--- src/rtl/semaforo_cruce_ctrl.sv ---
// Two-road intersection phase scheduler with pedestrian crossing; timing in Tick strobes.
// Optional night blinking mode under MODO_NOCHE_EN.
module semaforo_cruce_ctrl #(
  parameter int W             = 8,
  parameter int T_TODO_ROJO   = 2,
  parameter int T_MIN_VERDE_A = 10,
  parameter int T_VERDE_B     = 6,
  parameter int T_AMARILLO    = 3,
  parameter int T_PEATON      = 8
) (
  input  logic       Clk,
  input  logic       Reset,
  input  logic       Tick,
  input  logic       Sensor_B,
  input  logic       Boton_Peaton,
`ifdef MODO_NOCHE_EN
  input  logic       Modo_Noche,
`endif
  output logic       Rojo_A,
  output logic       Amarillo_A,
  output logic       Verde_A,
  output logic       Rojo_B,
  output logic       Amarillo_B,
  output logic       Verde_B,
  output logic       Pasar_Persona,
  output logic [1:0] Peticion_Pendiente,
  output logic [3:0] Estado_Salida
);

  typedef enum logic [3:0] {
    ROJO_INI   = 4'd0,
    A_VERDE    = 4'd1,
    A_AMARILLO = 4'd2,
    ROJO_AB    = 4'd3,
    B_VERDE    = 4'd4,
    B_AMARILLO = 4'd5,
    ROJO_BA    = 4'd6,
`ifdef MODO_NOCHE_EN
    PEATON     = 4'd7,
    NOCHE      = 4'd8
`else
    PEATON     = 4'd7
`endif
  } state_t;

  // Exit thresholds: a state of duration T leaves when the timer reads T-1 on a tick.
  localparam logic [W-1:0] LIM_ROJO  = W'(T_TODO_ROJO - 1);
  localparam logic [W-1:0] LIM_VA    = W'(T_MIN_VERDE_A - 1);
  localparam logic [W-1:0] LIM_VB    = W'(T_VERDE_B - 1);
  localparam logic [W-1:0] LIM_AMA   = W'(T_AMARILLO - 1);
  localparam logic [W-1:0] LIM_PEA   = W'(T_PEATON - 1);

  state_t       state, state_nxt;
  logic [W-1:0] timer;
  logic         req_b, req_p;
  logic         night;

`ifdef MODO_NOCHE_EN
  logic blink;
  assign night = Modo_Noche;
`else
  assign night = 1'b0;
`endif

  always_comb begin
    state_nxt = state;
    case (state)
      ROJO_INI:   if (Tick && timer == LIM_ROJO) state_nxt = A_VERDE;
      A_VERDE:    if (Tick && timer >= LIM_VA && (req_b || req_p || night)) state_nxt = A_AMARILLO;
      A_AMARILLO: if (Tick && timer == LIM_AMA) state_nxt = ROJO_AB;
      ROJO_AB: begin
        if (Tick && timer == LIM_ROJO) begin
          state_nxt = req_p ? PEATON : B_VERDE;
`ifdef MODO_NOCHE_EN
          if (Modo_Noche) state_nxt = NOCHE;
`endif
        end
      end
      B_VERDE:    if (Tick && timer == LIM_VB) state_nxt = B_AMARILLO;
      B_AMARILLO: if (Tick && timer == LIM_AMA) state_nxt = ROJO_BA;
      ROJO_BA: begin
        if (Tick && timer == LIM_ROJO) begin
          state_nxt = A_VERDE;
`ifdef MODO_NOCHE_EN
          if (Modo_Noche) state_nxt = NOCHE;
`endif
        end
      end
      PEATON:     if (Tick && timer == LIM_PEA) state_nxt = req_b ? B_VERDE : ROJO_BA;
`ifdef MODO_NOCHE_EN
      NOCHE:      if (Tick && !Modo_Noche) state_nxt = ROJO_INI;
`endif
      default:    state_nxt = ROJO_INI;
    endcase
  end

  always_ff @(posedge Clk or negedge Reset) begin
    if (!Reset) begin
      state <= ROJO_INI;
      timer <= '0;
      req_b <= 1'b0;
      req_p <= 1'b0;
    end else begin
      state <= state_nxt;
      if (state_nxt != state)
        timer <= '0;
      else if (Tick && timer != '1)
        timer <= timer + W'(1);
      // Clearing on entry to the serving state beats a same-cycle set.
      req_b <= (req_b | Sensor_B) & ~(state_nxt == B_VERDE && state != B_VERDE);
      req_p <= (req_p | Boton_Peaton) & ~(state_nxt == PEATON && state != PEATON);
    end
  end

`ifdef MODO_NOCHE_EN
  always_ff @(posedge Clk or negedge Reset) begin
    if (!Reset)
      blink <= 1'b0;
    else if (state_nxt != state)
      blink <= 1'b0;
    else if (Tick && state == NOCHE)
      blink <= ~blink;
  end
`endif

  always_comb begin
    Rojo_A        = 1'b1;
    Amarillo_A    = 1'b0;
    Verde_A       = 1'b0;
    Rojo_B        = 1'b1;
    Amarillo_B    = 1'b0;
    Verde_B       = 1'b0;
    Pasar_Persona = 1'b0;
    case (state)
      A_VERDE:    begin Rojo_A = 1'b0; Verde_A    = 1'b1; end
      A_AMARILLO: begin Rojo_A = 1'b0; Amarillo_A = 1'b1; end
      B_VERDE:    begin Rojo_B = 1'b0; Verde_B    = 1'b1; end
      B_AMARILLO: begin Rojo_B = 1'b0; Amarillo_B = 1'b1; end
      PEATON:     Pasar_Persona = 1'b1;
`ifdef MODO_NOCHE_EN
      NOCHE: begin
        Rojo_A     = 1'b0;
        Rojo_B     = 1'b0;
        Amarillo_A = blink;
        Amarillo_B = blink;
      end
`endif
      default: ;
    endcase
  end

  assign Peticion_Pendiente = {req_p, req_b};
  assign Estado_Salida      = state;

endmodule

--- config.mk ---
export PLATFORM = sky130hd
export DESIGN_NAME = semaforo_cruce_ctrl
export DESIGN_NICKNAME = d
export VERILOG_FILES = /design/src/rtl/semaforo_cruce_ctrl.sv
export SDC_FILE = /design/constraint.sdc
export NUM_CORES = 1
export LEC_CHECK = 0
export BUFFER_PORTS_ARGS = -buffer_cell sky130_fd_sc_hd__clkbuf_2
export CAP_MARGIN = 10
export CORE_UTILIZATION = 35
export DETAILED_ROUTE_END_ITERATION = 6
export PLACE_DENSITY = 0.57
export SYNTH_ARGS = -nofsm -noshare
export SYNTH_HDL_FRONTEND = slang
export SYNTH_SLANG_ARGS = --single-unit
--- constraint.sdc ---
create_clock -name Clk -period 4.5 [get_ports Clk]
set_input_delay 0.675 -clock Clk [delete_from_list [all_inputs] [get_ports Clk]]
set_output_delay 0.675 -clock Clk [all_outputs]
set_load 0.03 [all_outputs]
==> results by group <==
Clock tree
  – Max clock buf depth: 2
  – Number of setup buffers added after CTS: 0
  – TritonCTS Buffers: 3
  – H-tree Lvls: 1
  – CTS sink cnt: 14
  – Root Buffer: clkbuf_4
  – Clock transition at the registers of the reported paths: 80 ps
  – CTS tree: done
  – CTS-repair resized insts: 0
  – Clk_lat worst skew: 280 ps
  – Post-CTS Hold Buffers: 0

Timing
  – Hold_ws: 283 ps
  – Fmax: 389 MHz
  – Max-slew headroom: 35.0%
  – Post-Route Setup TNS: 0 ps
  – Worst setup margin: 1930 ps
  – Least-Margin Pin Slew: 966 ps
  – Final min period: 2570 ps
  – Final period util: 57.2%
  – Unrepaired setup endpoints after global routing: no
  – Setup Skew: 3.43 ps
  – Slew Limit Fails: 0
  – Final setup vio count: 0
  – Final hold viol count: 0

Drt
  – Drc violations: 0
  – Detail Route Antenna Nets: 0
  – DR vias: 1022
  – Drt wl/cell: 14.5 um
  – Initial DRC count: 45
  – Total Wirelength: 2610 um
  – Vias/cell: 5.68
  – Drt first pass iters: 4

Flow run
  – Max Cap Violations: 0

Layout
  – Nets@finish: 146
  – Post-synthesis to final-layout area growth: 11.2%
  – ANT cells: 0
  – Share of cells above drive strength 1: 22.8%

Synthesis
  – Mapped Area: 0.00113 mm^2
  – Synth top area cells: dfrtp_1 (31%), ha_1 (4.4%), o21ai_0 (4.0%)
  – Sequential element share of the synthesized area: 31.0%
  – Yosys cell types: 49
  – Prevailing post-synth register cell: dfrtp_1
  – EDFF count, synth: 0
  – Synth top area share: 31.0%
  – FF+latch count, synth: 14
  – Yosys Warn Count: 0
  – Most common cell in the netlist: dfrtp_1
  – Synthesized area per cell: 9.05 um^2
  – Post-synth top cells: dfrtp_1 (14), o21ai_0 (9), inv_1 (7), nor2_1 (7)
  – Synth async-reset ratio: 100%
  – Synth area leader: dfrtp_1
  – Mapped Cells: 125
  – Syn nets: 134

Worst setup path
  – FF-to-FF Start: timer[4]$_DFFE_PN0P_
  – Critical path launch point: timer[4]$_DFFE_PN0P_
  – Crit path max fanout: 8
  – CP Class: reg2reg
  – Worst path required time: 4670 ps
  – Crit start category: flop
  – CP arrival: 2740 ps
  – Crit end category: flop

GRT
  – Gr ovfl total: 0
  – Largest net degree at the start of global routing: 24
  – GRT Util Overall: 17.3%
  – Antenna violations before repair: 0
  – First-pass GRT wire length: 4470 um
  – Vias in the first global route: 932

Placed design
  – Routability cong.: 0.799
  – IO Port Bufs: 17
  – DPL Wire Length: 2030 um
  – Dpl ws: 1740 ps

Floorplanning
  – DIE AREA: 0.00346 mm^2
  – I/O pin count: 18
  – Rows: 20
  – Die Y: 58.8 um
  – Die X-Extent: 58.8 um
  – Initial Utilization: 37.0%
  – Core Region: 0.00305 mm^2

Status
  – Status: finished clean

Power and ir drop
  – IR drop worst, VDD: 126 uV
  – Power Dens Cells: 223 mW/mm^2
  – Leakage power: 0.527 nW

Hold path
  – Worst min path class: in2async
==> state kept, by name (all words and copies together) (netlist names) <==
register and count:
timer 8, req_b 1, Estado_Salida 4, req_p 1
==> placed cells by master (no fill, tap or decap), drive strengths merged, types with 2 or more instances in the layout <==
cell and count:
nand2 6, xor2 2, nand2b 2, a2111oi 2
o21ai 9, clkbuf 21, mux2i 3, nand4 3
or3 2, nor3b 3, a21oi 5, ha 4
nor4bb 3, a211oi 5, dfrtp 14, a311oi 2
inv 7, nor2 7, nand3b 3, xnor2 2
nand4b 4, nand3 5, nor4b 2
==> routing by layer <==
metal  track usage [%]  up-vias  share of wire (%)
li1                  -      495                  -
met1              24.6      503                 46
met2              25.6       20                 48
met3              1.76        4                3.8
met4              9.18        0                1.6
met5                 0        -                  0
==> cell families (layout without fill, tap and decap cells) <==
family                     count (synthesis)  in the layout  share of synthesized area [%]
xor gates and xnor gates                   4              4                           3.10
DFF                                       14             14                           31.0
muxes                                      3              3                           2.65
other                                      1              1                          0.332
AOI/OAI and AO/OA                         34             34                           22.5
adders and majority gates                  4              4                           4.42
and+or+nand+nor                           48             48                           29.3
buffers and inverters                     17             28                           6.75
==> report_power, final <==
part / total (W) / leakage [nW] / internal (W) / switching (W)
clock network: 0.0000894 / 0.0210 / 0.0000492 / 0.0000402
registers: 0.000141 / 0.181 / 0.000130 / 0.0000112
logic: 0.0000500 / 0.325 / 0.0000200 / 0.0000301
total: 0.000280 / 0.527 / 0.000199 / 0.0000815
==> stage by stage <==
| step | utilization [%] | instance area, um^2 | std cells | power (W) |
|---|---|---|---|---|
| floorplan | - | 1130 | 125 | 0.000179 |
| CTS | 41.2 | 1260 | 180 | 0.000283 |
| global placement | 40.0 | 1220 | 176 | 0.000193 |
| global route | 41.2 | 1260 | 180 | 0.000297 |
| detailed placement | 40.0 | 1220 | 176 | 0.000193 |
| finish | 41.2 | 1260 | 180 | 0.000280 |
==> area by class of cell <==
class                           count  area (um^2)
Sequential cell                    14          350
Multi-Input combinational cell     94          704
Tap cell                           44         55.1
Timing Repair Buffer               17         85.1
Clock buffer                        4         36.3
Inverter                            7         26.3
Fill cell                         315         1800
==> worst max-delay path, cell delays in order (launching register included) <==
cell	delay [ps]
dfrtp_1	470
nor4_1	860
o22ai_1	240
o221ai_1	320
nor2_1	200
a2111oi_2	380
==> path summary, 6_finish.rpt <==
kind,to,slack (ps),depth (start not counted)
setup / recovery,timer[3]$_DFFE_PN0P_,1930,5
hold / removal,timer[1]$_DFFE_PN0P_,280,1
setup reg to reg,timer[3]$_DFFE_PN0P_,1930,5
hold reg to reg,req_b$_DFF_PN0_,630,1
max in group asynchronous,timer[3]$_DFFE_PN0P_,3970,1
min in group Clk,req_b$_DFF_PN0_,630,1
Note: power is estimated with default switching activity, not from simulation.
